## config.mk

```make
export PLATFORM = sky130hd
export DESIGN_NAME = wordcell_array_ctrl
export DESIGN_NICKNAME = d
export VERILOG_FILES = /design/src/rtl/wordcell_pkg.sv /design/src/rtl/wordcell_row_decoder.sv /design/src/rtl/wordcell_array_ctrl.sv
export SDC_FILE = /design/constraint.sdc
export NUM_CORES = 1
export LEC_CHECK = 0
export ABC_AREA = 1
export BUFFER_PORTS_ARGS = -buffer_cell sky130_fd_sc_hd__buf_2
export CAP_MARGIN = 10
export CELL_PAD_IN_SITES_DETAIL_PLACEMENT = 0
export CELL_PAD_IN_SITES_GLOBAL_PLACEMENT = 1
export CORE_UTILIZATION = 25
export CTS_CLUSTER_SIZE = 30
export DETAILED_ROUTE_END_ITERATION = 10
export MAX_ROUTING_LAYER = met4
export PLACE_DENSITY_LB_ADDON = 0.1
export SLEW_MARGIN = 20
export SYNTH_ARGS = -nofsm -noshare
export SYNTH_HDL_FRONTEND = slang
export SYNTH_HIERARCHICAL = 1
export SYNTH_SLANG_ARGS = --single-unit
```

## constraint.sdc

```tcl
create_clock -name clk -period 3.43 [get_ports clk]
set_input_delay 0.343 -clock clk [delete_from_list [all_inputs] [get_ports clk]]
set_output_delay 0.343 -clock clk [all_outputs]
set_load 0.01 [all_outputs]
```

## src/rtl/wordcell_pkg.sv

```systemverilog
// rtl/wordcell_pkg.sv - shared types and defaults for the Wordcell array and its controller
package wordcell_pkg;

    localparam int   DEF_WIDTH = 8;
    localparam int   DEF_ROWS  = 8;

    localparam logic OP_READ   = 1'b0;
    localparam logic OP_WRITE  = 1'b1;

    typedef enum logic [2:0] {
        IDLE,
        SETUP,
        STROBE,
        HOLD,
        RESP
    } state_t;

endpackage

```

## src/rtl/wordcell_row_decoder.sv

```systemverilog
// rtl/wordcell_row_decoder.sv - combinational address to one-hot word select with enable
// Addresses at or beyond ROWS decode to all-zero, so the select can never be multi-hot.
module wordcell_row_decoder
    import wordcell_pkg::*;
#(
    parameter int ROWS   = DEF_ROWS,
    parameter int ADDR_W = 3
) (
    input  logic              i_en,
    input  logic [ADDR_W-1:0] i_addr,
    output logic [ROWS-1:0]   o_sel
);

    always_comb begin
        o_sel = '0;
        for (int i = 0; i < ROWS; i++) begin
            if (i_en && (i_addr == ADDR_W'(i))) begin
                o_sel[i] = 1'b1;
            end
        end
    end

endmodule

```

## src/rtl/wordcell_array_ctrl.sv

```systemverilog
// rtl/wordcell_array_ctrl.sv - request/response sequencer driving op, sel_x and in_bus of a Wordcell bank
// Array-facing outputs are registered one cycle behind the state so sel_x never toggles with op/in_bus.
module wordcell_array_ctrl
    import wordcell_pkg::*;
#(
    parameter int WIDTH         = DEF_WIDTH,
    parameter int ROWS          = DEF_ROWS,
    parameter int ADDR_W        = 3,
    parameter int STROBE_CYCLES = 2
) (
    input  logic              clk,
    input  logic              rst,
    input  logic              req_valid,
    output logic              req_ready,
    input  logic              req_we,
    input  logic [ADDR_W-1:0] req_addr,
    input  logic [WIDTH-1:0]  req_wdata,
    output logic              rsp_valid,
    input  logic              rsp_ready,
    output logic [WIDTH-1:0]  rsp_rdata,
    output logic              rsp_err,
    output logic              op,
    output logic [ROWS-1:0]   sel_x,
    output logic [WIDTH-1:0]  in_bus,
    input  logic [WIDTH-1:0]  out_bus
);

    localparam int               CNT_W    = (STROBE_CYCLES > 1) ? $clog2(STROBE_CYCLES) : 1;
    localparam logic [CNT_W-1:0] CNT_LAST = CNT_W'(STROBE_CYCLES - 1);
    localparam logic [31:0]      ROWS_U   = 32'(ROWS);

    state_t             r_state;
    state_t             w_state_next;
    logic [CNT_W-1:0]   r_cnt;
    logic               r_we;
    logic [ADDR_W-1:0]  r_addr;
    logic [WIDTH-1:0]   r_wdata;
    logic               r_op;
    logic [ROWS-1:0]    r_sel;
    logic [WIDTH-1:0]   r_in_bus;
    logic               r_rsp_valid;
    logic [WIDTH-1:0]   r_rsp_rdata;
    logic               r_rsp_err;

    logic               w_accept;
    logic               w_addr_err;
    logic               w_strobe_last;
    logic               w_rsp_done;
    logic               w_dec_en;
    logic               w_op_next;
    logic [WIDTH-1:0]   w_in_bus_next;
    logic [ROWS-1:0]    w_sel_next;

    assign req_ready     = (r_state == IDLE) && !rst;
    assign w_accept      = req_valid && req_ready;
    assign w_addr_err    = (32'(req_addr) >= ROWS_U);
    assign w_strobe_last = (r_state == STROBE) && (r_cnt == CNT_LAST);
    assign w_rsp_done    = r_rsp_valid && rsp_ready;
    assign w_dec_en      = (r_state == STROBE);

    wordcell_row_decoder #(
        .ROWS   (ROWS),
        .ADDR_W (ADDR_W)
    ) u_row_decoder (
        .i_en   (w_dec_en),
        .i_addr (r_addr),
        .o_sel  (w_sel_next)
    );

    always_comb begin
        w_state_next  = r_state;
        w_op_next     = OP_READ;
        w_in_bus_next = '0;
        case (r_state)
            IDLE: begin
                if (w_accept) begin
                    w_state_next = w_addr_err ? RESP : SETUP;
                end
            end
            SETUP: begin
                w_op_next     = r_we;
                w_in_bus_next = r_we ? r_wdata : '0;
                w_state_next  = STROBE;
            end
            STROBE: begin
                w_op_next     = r_we;
                w_in_bus_next = r_we ? r_wdata : '0;
                if (r_cnt == CNT_LAST) begin
                    w_state_next = HOLD;
                end
            end
            HOLD: begin
                w_op_next     = r_we;
                w_in_bus_next = r_we ? r_wdata : '0;
                w_state_next  = RESP;
            end
            RESP: begin
                if (w_rsp_done) begin
                    w_state_next = IDLE;
                end
            end
            default: w_state_next = IDLE;
        endcase
    end

    always_ff @(posedge clk) begin
        if (rst) begin
            r_state     <= IDLE;
            r_cnt       <= '0;
            r_we        <= OP_READ;
            r_addr      <= '0;
            r_wdata     <= '0;
            r_op        <= OP_READ;
            r_sel       <= '0;
            r_in_bus    <= '0;
            r_rsp_valid <= 1'b0;
            r_rsp_rdata <= '0;
            r_rsp_err   <= 1'b0;
        end else begin
            r_state  <= w_state_next;
            r_op     <= w_op_next;
            r_in_bus <= w_in_bus_next;
            r_sel    <= w_sel_next;
            r_cnt    <= ((r_state == STROBE) && !w_strobe_last) ? r_cnt + 1'b1 : '0;

            if (w_accept) begin
                r_we        <= req_we;
                r_addr      <= req_addr;
                r_wdata     <= req_wdata;
                r_rsp_rdata <= '0;
                r_rsp_err   <= w_addr_err;
            end else if (w_strobe_last && !r_we) begin
                r_rsp_rdata <= out_bus;
            end

            // Error responses skip the array and are valid the cycle RESP is entered.
            if (w_accept && w_addr_err) begin
                r_rsp_valid <= 1'b1;
            end else if ((r_state == RESP) && !r_rsp_valid) begin
                r_rsp_valid <= 1'b1;
            end else if (w_rsp_done) begin
                r_rsp_valid <= 1'b0;
            end
        end
    end

    assign rsp_valid = r_rsp_valid;
    assign rsp_rdata = r_rsp_rdata;
    assign rsp_err   = r_rsp_err;
    assign op        = r_op;
    assign sel_x     = r_sel;
    assign in_bus    = r_in_bus;

endmodule

```

======== Word level (Yosys, flattened, before mapping) ========
Cells that the tools add are included.
storage, ports and cells
  output and inout bits ................... 28
  flip-flop bits (word level) ............. 42
operators by class
  equality and inequality tests ........... 14
  reductions and logical operators ........ 28
  mux-type cells .......................... 14
  add/subtract/negate cells ............... 1
  bitwise logic cells ..................... 3
operators with widths
  kind                   number
  $eq A3 B3 Y1 const B   5
  $logic_and A1 B1 Y1    15
  $pmux W3 S5            1
  $eq A3 B2 Y1 const B   4
  $mux W1                10
  $mux W3                3
  $eq A3 B1 Y1 const B   2
  $logic_not A3 Y1       2
  $ne A2 B2 Y1 const B   3
  $reduce_or A2 Y1       3
  $reduce_or A3 Y1       2
  $logic_not A1 Y1       4
  $not A1 Y1             3
  $reduce_and A3 Y1      1
  $reduce_bool A2 Y1     1
  $add A1 B1 Y1 const B  1

======== Longest topological paths before layout ========
Gate-level depths: netlist of run 1.
  depth after elaboration ................. 6
  mapped depth ............................ 7
  depth with buffers taken out ............ 7

======== By module ========
Netlist of run 1, hierarchy kept.
by module, submodules not included
  module                seq. area each (µm²)  area an instance (µm²)  instances  cells an instance
  wordcell_array_ctrl   840.8                 1,422.6                 1          166
  wordcell_row_decoder  0.0                   63.8                    1          17

======== Worst setup path after synthesis of run 1 ========
Ideal clock, no wire load.
  path type ............................... input to output
  start point ............................. in rst
  end point ............................... out req_ready
  slack ................................... 2,187 ps
  buffers on the path ..................... 2
  stages on the path ...................... 3
  data required time ...................... 3,087 ps
  data arrival time ....................... 900 ps
  cells stage by stage .................... buf_2 > buf_1 > nor2_1
between the ends
  word-level cells in the longest chain between the ends .. 2
ends and longest elaborated chain
  item                 line                       source
  start: declaration   wordcell_array_ctrl.sv:12  input logic rst,
  $logic_not A1 Y1     wordcell_array_ctrl.sv:54  assign req_ready = (r_state == IDLE) && !rst;
  $logic_and A1 B1 Y1  wordcell_array_ctrl.sv:54
  end: declaration     wordcell_array_ctrl.sv:14  output logic req_ready,
No other way between the ends.

======== Worst setup path after layout of run 1 ========
  start point ............................. reg r_state[0]
  end point ............................... out req_ready
between the ends
  word-level cells in the longest chain between the ends .. 2
ends and longest elaborated chain
  item                      line                        source
  start: declaration        wordcell_array_ctrl.sv:32   state_t r_state;
  start signal: assignment  wordcell_array_ctrl.sv:120  r_state <= w_state_next;
  $logic_not A3 Y1          wordcell_array_ctrl.sv:54
  $logic_and A1 B1 Y1       wordcell_array_ctrl.sv:54
No other way between the ends.

==> results.toml, run 1 <==
[floorplan]
floorplan.initialDensity = 0.265
die_outline_area_mm2 = 0.00626
core-area_mm2 = 0.00561
die_x_um = 79.1
top_level_ports = 52
die_y_um = 79.1
placement_rows = 27

[global_route]
antenna_found_initial = 0
maximum_number_of_pins_on_one_net_before_global_route_repair = 20
grt_pass1_vias = 1163
grt_overflow = 0
grt_first_pass_wirelength_um = 5280
grtUsageTotal = 0.116

[sta]
finalWorstPathRequiredPeriod_ns = 1.49
final_hold_viol_count = 0
worst_rel_slew_slack = 0.622
fmax_mhz = 671
totalNegativeSetupSlack_ns = 0
fin_ws_ns = 1.94
clock_skews_ns = 0.00372
setup_repair_after_global_routing_missed_its_margin = "no"
slew_violations = 0
setup_viol = 0
worst_slew_pin_slew_ns = 0.566
layout_worst_path_cycle_share = 0.435

[critical_path]
timing.critical_path.arrival_ns = 1.15
critPathLaunchType = "register"
r2r_start = "r_state[0]"
crit_chain = "nor2_4 > nand2_4 > nor2_1 > buf_2"
critical_path_required_ns = 3.09
worstSetupStartpoint = "r_state[0]"
timing_worst_setup_path_type = "register to output port"
critical-path-slowest-cell = "sky130_fd_sc_hd__dfxtp_1"
path_max_fanout = 5
critical-path-max-stage-delay_ns = 0.36
worst_setup_path_end_kind = "output port"

[run]
timing.max_cap.violations = 0

[routing]
drt_drc_violations_left = 0
wirelength_um = 3280
starting_drc_count_in_detailed_routing = 22
detail_route.wl_per_cell_um = 10.6
first_pass_iters = 4
antenna_violating_nets_post_route = 0
routed-via-count = 1233
viasPerCell = 4.00

[clock_tree]
cts.root.buffer_cell = "sky130_fd_sc_hd__clkbuf_8"
ctsHtreeMaxLevel = 2
post_cts.resized_instances = 0
insertion_delay_to_the_later_sink_of_the_worst_skew_pair_ns = 0.29
tritoncts = "built"
cts_made_buffers = 5
path_clk_slew_ns = 0.08
cts.hold.buffers_added = 0
cts_setup_buffers = 0
clock_tree.buffer_depth = 2
cts_num_sinks = 42

[place]
globalplace.congestion = 0.717
detailed_place_hpwl_um = 2340
placed_area_mm2 = 0.00179
buffer_ports.inserted = 50
dp_slack_ns = 2.01

[logic_synthesis]
synthCells = 183
avgSynthCellArea_um2 = 8.12
synth_seq_area_share = 0.566
synth-seq-cells = 42
syn-cell-area_mm2 = 0.00149
synth.net_count = 207
synthesis.yosys.warnings = 6
synth_cell_type_count = 20

[cells_and_area]
design_area_mm2 = 0.00188
area_growth_pct = 26.7
layout-drive-gt1-share = 0.275
nets = 259
antenna_cell_count = 0

[pwr]
seq_power_share = 0.512
ir_worst_vdd_mv = 0.188
share_comb_of_total_power = 0.177
netSwitchingPower_mw = 0.322
power_leakage_nw = 0.829
switching_share = 0.300
clock_power_frac = 0.311
p_per_area_mw_per_mm2 = 569
p_int_mw = 0.749

[hold_path]
worstHoldPathType = "primary input to register"
hold_path_startpoint = "req_wdata[0]"

[outcome]
status = "completed"
## worst paths after layout
check / endpoint / slack, ns / depth (start not counted)
setup / recovery: req_ready / 1.94 / 4
hold / removal: r_wdata[0] / 0.25 / 3
setup reg to reg: r_wdata[6] / 2.08 / 5
hold reg to reg: in_bus[1] / 0.43 / 2
## cell usage after synthesis
cell                       number  area share
sky130_fd_sc_hd__nand2_4        1      0.0076
sky130_fd_sc_hd__nand3_1       14       0.047
sky130_fd_sc_hd__o21ai_0       12       0.040
sky130_fd_sc_hd__a21oi_2        1      0.0059
sky130_fd_sc_hd__buf_6          2       0.015
sky130_fd_sc_hd__nor2_1        30       0.076
sky130_fd_sc_hd__buf_1          1      0.0025
sky130_fd_sc_hd__inv_2          1      0.0025
sky130_fd_sc_hd__o21ai_4        1       0.011
sky130_fd_sc_hd__o211ai_1       1      0.0051
sky130_fd_sc_hd__inv_1         29       0.073
sky130_fd_sc_hd__conb_1         1      0.0025
sky130_fd_sc_hd__buf_4          1      0.0051
sky130_fd_sc_hd__nor2_4         1      0.0076
sky130_fd_sc_hd__nor2_2         1      0.0042
sky130_fd_sc_hd__a21oi_1       10       0.034
sky130_fd_sc_hd__nand2_1       32       0.081
sky130_fd_sc_hd__buf_2          1      0.0034
sky130_fd_sc_hd__nor3_4         1       0.011
sky130_fd_sc_hd__dfxtp_1       42        0.57
## state kept, by name, summed over array words and instances, names as in the netlist
signal,flops
in_bus,8
r_wdata,8
rsp_rdata,8
sel_x,8
r_addr,3
r_state,3
op,1
r_cnt,1
r_we,1
rsp_valid,1
## through the flow
step                      instances  hold WS, ns  total power, mW   util
after floorplan                 183        0.410            0.701      -
after global placement          300        0.424            0.757  0.319
after detailed placement        300        0.420            0.755  0.319
after CTS                       308        0.235             1.09  0.336
after global routing            308        0.226             1.14  0.336
final                           308        0.245             1.07  0.336
## cell families (layout without fill, tap and decap cells)
family,count (synthesis),in the layout,synth area share
compound gates,25,25,0.0960
simple gates,80,80,0.234
flops,42,42,0.566
other cells,1,1,0.00252
buf+inv,35,88,0.102
## worst max-delay path: cells and delay by family (launching register included)
kind,cells,cell delay (ns)
buffers and inverters,1,0.13
flip-flops,1,0.36
AND/OR/NAND/NOR,3,0.37
## cell usage in the layout (no fill, tap or decap), types with 6 or more instances in the layout
master	count
sky130_fd_sc_hd__a21oi_1	10
sky130_fd_sc_hd__inv_1	29
sky130_fd_sc_hd__dfxtp_1	42
sky130_fd_sc_hd__clkbuf_8	6
sky130_fd_sc_hd__nor2_1	30
sky130_fd_sc_hd__o21ai_0	12
sky130_fd_sc_hd__buf_2	50
sky130_fd_sc_hd__nand3_1	14
sky130_fd_sc_hd__nand2_1	32
## power groups by stage
stage | clock [mW] | sequential (mW) | combinational, mW
2_1_floorplan | 0 | 0.558 | 0.143
3_5_place_dp | 0 | 0.560 | 0.195
3_3_place_gp | 0 | 0.560 | 0.197
4_1_cts | 0.350 | 0.549 | 0.195
6_report | 0.333 | 0.548 | 0.189
5_1_grt | 0.371 | 0.553 | 0.217
## routing by layer
metal / vias to the layer above / global-route usage / wire, um
met5: - / - / 0
met4: 0 / 0.0491 / 44
met3: 4 / 0.0425 / 169
met2: 33 / 0.183 / 1500
met1: 535 / 0.131 / 1570
li1: 661 / - / -
## final cells by class
| type | count | area [um^2] |
|---|---|---|
| clock inverters | 2 | 12.5 |
| flip-flops and latches | 42 | 841 |
| inverters | 30 | 113 |
| fillers | 657 | 3720 |
| multi-input cells | 106 | 494 |
| well taps | 72 | 90.1 |
| repair buffers | 50 | 250 |
| clock buffers | 6 | 82.6 |
Note: power is estimated with default switching activity, not from simulation.
==> run 2, diff against run 1 <==
clock period = 1.5 ns   (was 3.43 ns; I/O delays follow)
==> run 2 against run 1 <==
  * Sequential power is 130% higher
  * Wire length is 0.27% lower
  * Count of clock-buffer cells in the layout is 1 higher
  * Worst hold slack worse by 0.18 ns
  * Via count is 0.65% lower
  * Register-to-register slack worse by 1.8 ns
  * Combinational power is 140% higher
  * Final area is 1.8% higher
  * Total power is 130% higher
  * Largest power group unchanged
==> results.toml, run 2 (synthesis gave the netlist of run 1 again) <==
[sta]
layout_worst_path_cycle_share = 0.872
setup_viol = 0
whs_ns = 0.0671
clock_skews_ns = 0.0105
totalNegativeSetupSlack_ns = 0
final_hold_viol_count = 0
finalWorstPathRequiredPeriod_ns = 1.31
setup_repair_after_global_routing_missed_its_margin = "no"
fmax_mhz = 764
slew_violations = 0

[outcome]
status = "completed"

[cells_and_area]
mostFrequentLayoutCell = "sky130_fd_sc_hd__buf_2"
area_growth_pct = 29.0
layout-drive-gt1-share = 0.286
nets = 264
final_cell_mix = "50 x sky130_fd_sc_hd__buf_2, 42 x sky130_fd_sc_hd__dfxtp_1, 32 x sky130_fd_sc_hd__nand2_1"
antenna_cell_count = 0

[clock_tree]
cts_num_sinks = 42
cts_setup_buffers = 0
cts.root.buffer_cell = "sky130_fd_sc_hd__clkbuf_8"
path_clk_slew_ns = 0.07
cts_made_buffers = 5
tritoncts = "built"
cts.hold.buffers_added = 0
ctsHtreeMaxLevel = 2
insertion_delay_to_the_later_sink_of_the_worst_skew_pair_ns = 0.29
post_cts.resized_instances = 0
clock_tree.buffer_depth = 2

[critical_path]
crit_chain = "nor2_4 > nand2_4 > nor2_1 > buf_2"
timing.critical_path.arrival_ns = 1.16
worstSetupStartpoint = "r_state[0]"
critical_path_required_ns = 1.35
critical-path-slowest-cell = "sky130_fd_sc_hd__dfxtp_1"
crit-reg2reg-capture = "r_addr[2]"
timing_worst_setup_path_type = "register to output port"
critical-path-max-stage-delay_ns = 0.35
reg2reg_depth = 5
ff2ff_setup_slack_ns = 0.25
critPathLaunchType = "register"
destination_of_the_critical_timing_path = "req_ready"
worst_setup_path_end_kind = "output port"
path_max_fanout = 5
r2r_start = "r_state[0]"

[routing]
first_pass_iters = 4
viasPerCell = 3.91
antenna_violating_nets_post_route = 0
routed-via-count = 1225
detail_route.wl_per_cell_um = 10.4
drt_drc_violations_left = 0
starting_drc_count_in_detailed_routing = 44
wirelength_um = 3270

[global_route]
maximum_number_of_pins_on_one_net_before_global_route_repair = 15
grtUsageTotal = 0.111
grt_overflow = 0
grt_first_pass_wirelength_um = 5090
antenna_found_initial = 0
grt_pass1_vias = 1106

[floorplan]
top_level_ports = 52
placement_rows = 27
floorplan.initialDensity = 0.265
die_y_um = 79.1
core-area_mm2 = 0.00561
die_outline_area_mm2 = 0.00626
die_x_um = 79.1

[pwr]
power_leakage_nw = 0.856
ir_worst_vdd_mv = 0.385
switching_share = 0.292
seq_power_share = 0.511
netSwitchingPower_mw = 0.717
share_comb_of_total_power = 0.186
p_int_mw = 1.74
clock_power_frac = 0.303
p_per_area_mw_per_mm2 = 1280

[run]
timing.max_cap.violations = 0

[place]
detailed_place_hpwl_um = 2370
buffer_ports.inserted = 50
globalplace.congestion = 0.737

[hold_path]
worstHoldPathType = "primary input to register"
==> run 2: cell count changes in the layout (fill, tap and decap cells not counted) <==
cell | before | now
sky130_fd_sc_hd__clkbuf_1 | 0 | 1
sky130_fd_sc_hd__clkinvlp_4 | 1 | 0
sky130_fd_sc_hd__buf_4 | 0 | 5
==> run 2: critical path, delay by kind of cell, from the launching register on <==
family | cells | cell delay (ns)
buffers and inverters | 1 | 0.14
flip-flops | 1 | 0.35
AND/OR/NAND/NOR | 3 | 0.39
==> run 2: power by group through the flow <==
stage | clock [mW] | sequential (mW) | combinational (mW)
after detailed placement | 0 | 1.28 | 0.469
after global placement | 0 | 1.28 | 0.474
after floorplan | 0 | 1.28 | 0.327
after CTS | 0.781 | 1.26 | 0.472
after global routing | 0.838 | 1.26 | 0.525
final | 0.745 | 1.26 | 0.456
==> run 2: layout make-up <==
| type | count | area, um^2 |
|---|---|---|
| multi-input cells | 106 | 494 |
| fillers | 641 | 3690 |
| inverters | 30 | 113 |
| repair buffers | 55 | 288 |
| clock inverters | 1 | 5.00 |
| clock buffers | 7 | 86.3 |
| flip-flops and latches | 42 | 841 |
| well taps | 72 | 90.1 |
==> run 2: how the worst min path moves through the flow <==
stage,startpoint,endpoint,slack (ns),cells after the start
CTS,req_wdata[0],r_wdata[0],0.05,3
global placement,req_wdata[1],r_wdata[1],0.36,3
floorplan,req_addr[0],r_addr[0],0.26,2
global route,req_wdata[3],r_wdata[3],0.07,3
finish,req_wdata[0],r_wdata[0],0.07,3
detailed placement,req_wdata[0],r_wdata[0],0.36,3
==> run 2: through the flow <==
stage               setup slack [ns]  utilization  instances  total power [mW]  cell area, um^2
finish                         0.192        0.342        313              2.46             1920
global route                  0.0866        0.342        313              2.63             1920
detailed placement             0.227        0.326        305              1.75             1830
CTS                            0.156        0.342        313              2.51             1920
global placement               0.248        0.326        305              1.76             1830
floorplan                      0.378            -        183              1.60             1490
==> run 2: routing by layer <==
metal	vias to the layer above	routed length, um	GRT usage
li1	669	-	-
met1	516	1500	0.141
met2	35	1540	0.166
met3	5	195	0.0322
met4	0	35	0.0436
met5	-	0	-
==> run 3, diff against run 2 <==
SYNTH_HIERARCHICAL = default   (was 1)
==> run 3 against run 2 <==
  * First-iteration DRC count is 27% lower
  * Largest power group unchanged
  * Flip-flop and latch count did not move
  * Via count fell by 0.82%
  * Critical path type unchanged
  * Die area is 2.1% lower
  * Non-clock buffer count increased by 1
  * Wire length decreased by 4.2%
==> results.toml, run 3 <==
[outcome]
status = "completed"

[clock_tree]
ctsHtreeMaxLevel = 2
cts_num_sinks = 42
clock_tree.buffer_depth = 2
path_clk_slew_ns = 0.08
insertion_delay_to_the_later_sink_of_the_worst_skew_pair_ns = 0.29
cts.root.buffer_cell = "sky130_fd_sc_hd__clkbuf_8"
post_cts.resized_instances = 0
cts_made_buffers = 5
cts.hold.buffers_added = 0
tritoncts = "built"
cts_setup_buffers = 0

[global_route]
grt_use_met3 = 0.0372
globalRouteMet1Util = 0.130
grt_overflow = 0
grt_use_met2 = 0.182
grt_first_pass_wirelength_um = 5170
antenna_found_initial = 0
maximum_number_of_pins_on_one_net_before_global_route_repair = 14
grtUsageTotal = 0.114
grt_pass1_vias = 1161
grt_busiest_layer = "met2"

[logic_synthesis]
synth_area_leaders = "sky130_fd_sc_hd__dfxtp_1 58%, sky130_fd_sc_hd__nand2_1 6.7%, sky130_fd_sc_hd__nand3_1 4.8%"
synth-seq-cells = 42
postSynth.asyncResetShare = 0
synth_cell_type_count = 21
synth_enable_flop_cells = 0
synth_simple_gate_area_share = 0.235
synth.net_count = 185
complex_gate_fraction_of_the_synthesized_area = 0.103
synth-xor-area-share = 0
synthCells = 161
avgSynthCellArea_um2 = 9.03
synth_ff_type = "sky130_fd_sc_hd__dfxtp_1"
synth_seq_area_share = 0.578
post_synth_top_cells = "42 x sky130_fd_sc_hd__dfxtp_1, 26 x sky130_fd_sc_hd__nand2_1, 18 x sky130_fd_sc_hd__inv_1, 17 x sky130_fd_sc_hd__nor2_1, 14 x sky130_fd_sc_hd__nand3_1"
main_combinational_cell_family_by_area_after_synthesis = "simple AND/OR/NAND/NOR gates"
post-synth-top-count-cell = "sky130_fd_sc_hd__dfxtp_1"
synth_top_area_frac = 0.578
syn-cell-area_mm2 = 0.00145
synth.area.mux_share = 0
post_synth_fa_ha_maj_area_fraction = 0
synthesis.yosys.warnings = 0
post-synth-top-area-cell = "sky130_fd_sc_hd__dfxtp_1"

[sta]
final_hold_viol_count = 0
layout_worst_path_cycle_share = 0.889
finalWorstPathRequiredPeriod_ns = 1.33
whs_ns = 0.0541
setup_viol = 0
fmax_mhz = 750
setup_repair_after_global_routing_missed_its_margin = "no"
totalNegativeSetupSlack_ns = 0
slew_violations = 0
fin_ws_ns = 0.166
clock_skews_ns = 0.00715

[cells_and_area]
layout-drive-gt1-share = 0.336
mostFrequentLayoutCell = "sky130_fd_sc_hd__buf_2"
nets = 243
final_cell_mix = "50 x sky130_fd_sc_hd__buf_2, 42 x sky130_fd_sc_hd__dfxtp_1, 26 x sky130_fd_sc_hd__nand2_1"
fillCellCount = 615
area_growth_pct = 29.3
layout.core_utilization = 0.339
antenna_cell_count = 0

[floorplan]
placement_rows = 27
top_level_ports = 52
floorplan.initialDensity = 0.262
die_y_um = 78.3
die_x_um = 78.3
core-area_mm2 = 0.00554
die_outline_area_mm2 = 0.00612

[hold_path]
min_to = "r_wdata[0]"
hold_path_startpoint = "req_wdata[0]"
min_delay_path_depth = 3
worstHoldPathType = "primary input to register"

[critical_path]
r2r_start = "r_state[2]"
critPathLaunchType = "register"
crit_chain = "nor2_4 > nand2_4 > nor2_1 > buf_2"
critPathTopFamily = "simple AND/OR/NAND/NOR gates"
crit_buf_inv = 1
worst_setup_path_end_kind = "output port"
crit-reg2reg-capture = "r_wdata[2]"
reg2reg_depth = 5
critical-path-slowest-cell = "sky130_fd_sc_hd__dfxtp_1"
ff2ff_setup_slack_ns = 0.26
path_max_fanout = 5
critical_path_required_ns = 1.35
timing_worst_setup_path_type = "register to output port"
timing.critical_path.arrival_ns = 1.18
critical-path-max-stage-delay_ns = 0.37
worstSetupStartpoint = "r_state[2]"

[routing]
routed-via-count = 1215
detail_route.wl_per_cell_um = 10.7
starting_drc_count_in_detailed_routing = 32
first_pass_iters = 5
viasPerCell = 4.16
antenna_violating_nets_post_route = 0
drt_drc_violations_left = 0
wirelength_um = 3130

[pwr]
ir_worst_vdd_mv = 0.478
post-layout-total-power_mw = 2.44
power_leakage_nw = 0.833
p_per_area_mw_per_mm2 = 1300

[place]
dp_slack_ns = 0.262
buffer_ports.inserted = 50
detailed_place_hpwl_um = 2270
globalplace.congestion = 0.815

[run]
timing.max_cap.violations = 0
-- run 3: cell count changes in the layout (fill, tap and decap cells not counted), moves of 2 or more --
| cell | before | now |
|---|---|---|
| sky130_fd_sc_hd__inv_1 | 29 | 18 |
| sky130_fd_sc_hd__nand2_1 | 32 | 26 |
| sky130_fd_sc_hd__nand3_4 | 0 | 2 |
| sky130_fd_sc_hd__nor2_1 | 30 | 17 |
| sky130_fd_sc_hd__nor3_1 | 0 | 6 |
| sky130_fd_sc_hd__o21ai_0 | 12 | 9 |
| sky130_fd_sc_hd__o21ai_2 | 0 | 3 |
-- run 3: cell families (layout without fill, tap and decap cells) --
logic type,count (synthesis),count (layout)
compound gates,25,25
buf+inv,24,83
flops,42,42
other cells,1,1
simple gates,69,69
-- run 3: worst min-delay path: stages --
cell	delay, ns
sky130_fd_sc_hd__buf_2	0.07
sky130_fd_sc_hd__nand2_1	0.04
sky130_fd_sc_hd__o21ai_0	0.05
-- run 3: cell type report --
cell class	instances	area, um^2	area share
Sequential cell	42	841	0.447
Multi-Input combinational cell	95	495	0.264
Inverter	19	71.3	0.0379
Clock inverter	2	13.8	0.00732
Clock buffer	6	72.6	0.0386
Timing Repair Buffer	56	295	0.157
Tap cell	72	90.1	0.0479
-- run 3: worst max path at each step --
| stage | to | slack, ns | cells after the start |
|---|---|---|---|
| 2_1_floorplan | r_addr[0] | 0.38 | 5 |
| 3_3_place_gp | in_bus[7] | 0.29 | 4 |
| 3_5_place_dp | r_wdata[3] | 0.26 | 5 |
| 4_1_cts | req_ready | 0.13 | 4 |
| 5_1_grt | req_ready | 0.08 | 4 |
| 6_report | req_ready | 0.17 | 4 |
-- run 3: stage by stage --
step	cell area [um^2]	std cells
2_1_floorplan	1450	161
3_3_place_gp	1790	284
3_5_place_dp	1790	284
4_1_cts	1880	292
5_1_grt	1880	292
6_report	1880	292
-- run 3: per-layer routing --
layer / wire (um) / vias to the layer above
met3: 180 / 4
met5: 0 / -
met2: 1410 / 36
met4: 44 / 0
met1: 1500 / 547
li1: - / 628
-- run 3: power breakdown --
group          total [mW]  internal [mW]  switching, mW  leakage, nW
registers            1.26           1.20         0.0553        0.341
logic               0.479          0.178          0.302        0.447
clock network       0.706          0.328          0.378       0.0452
total                2.44           1.71          0.735        0.833
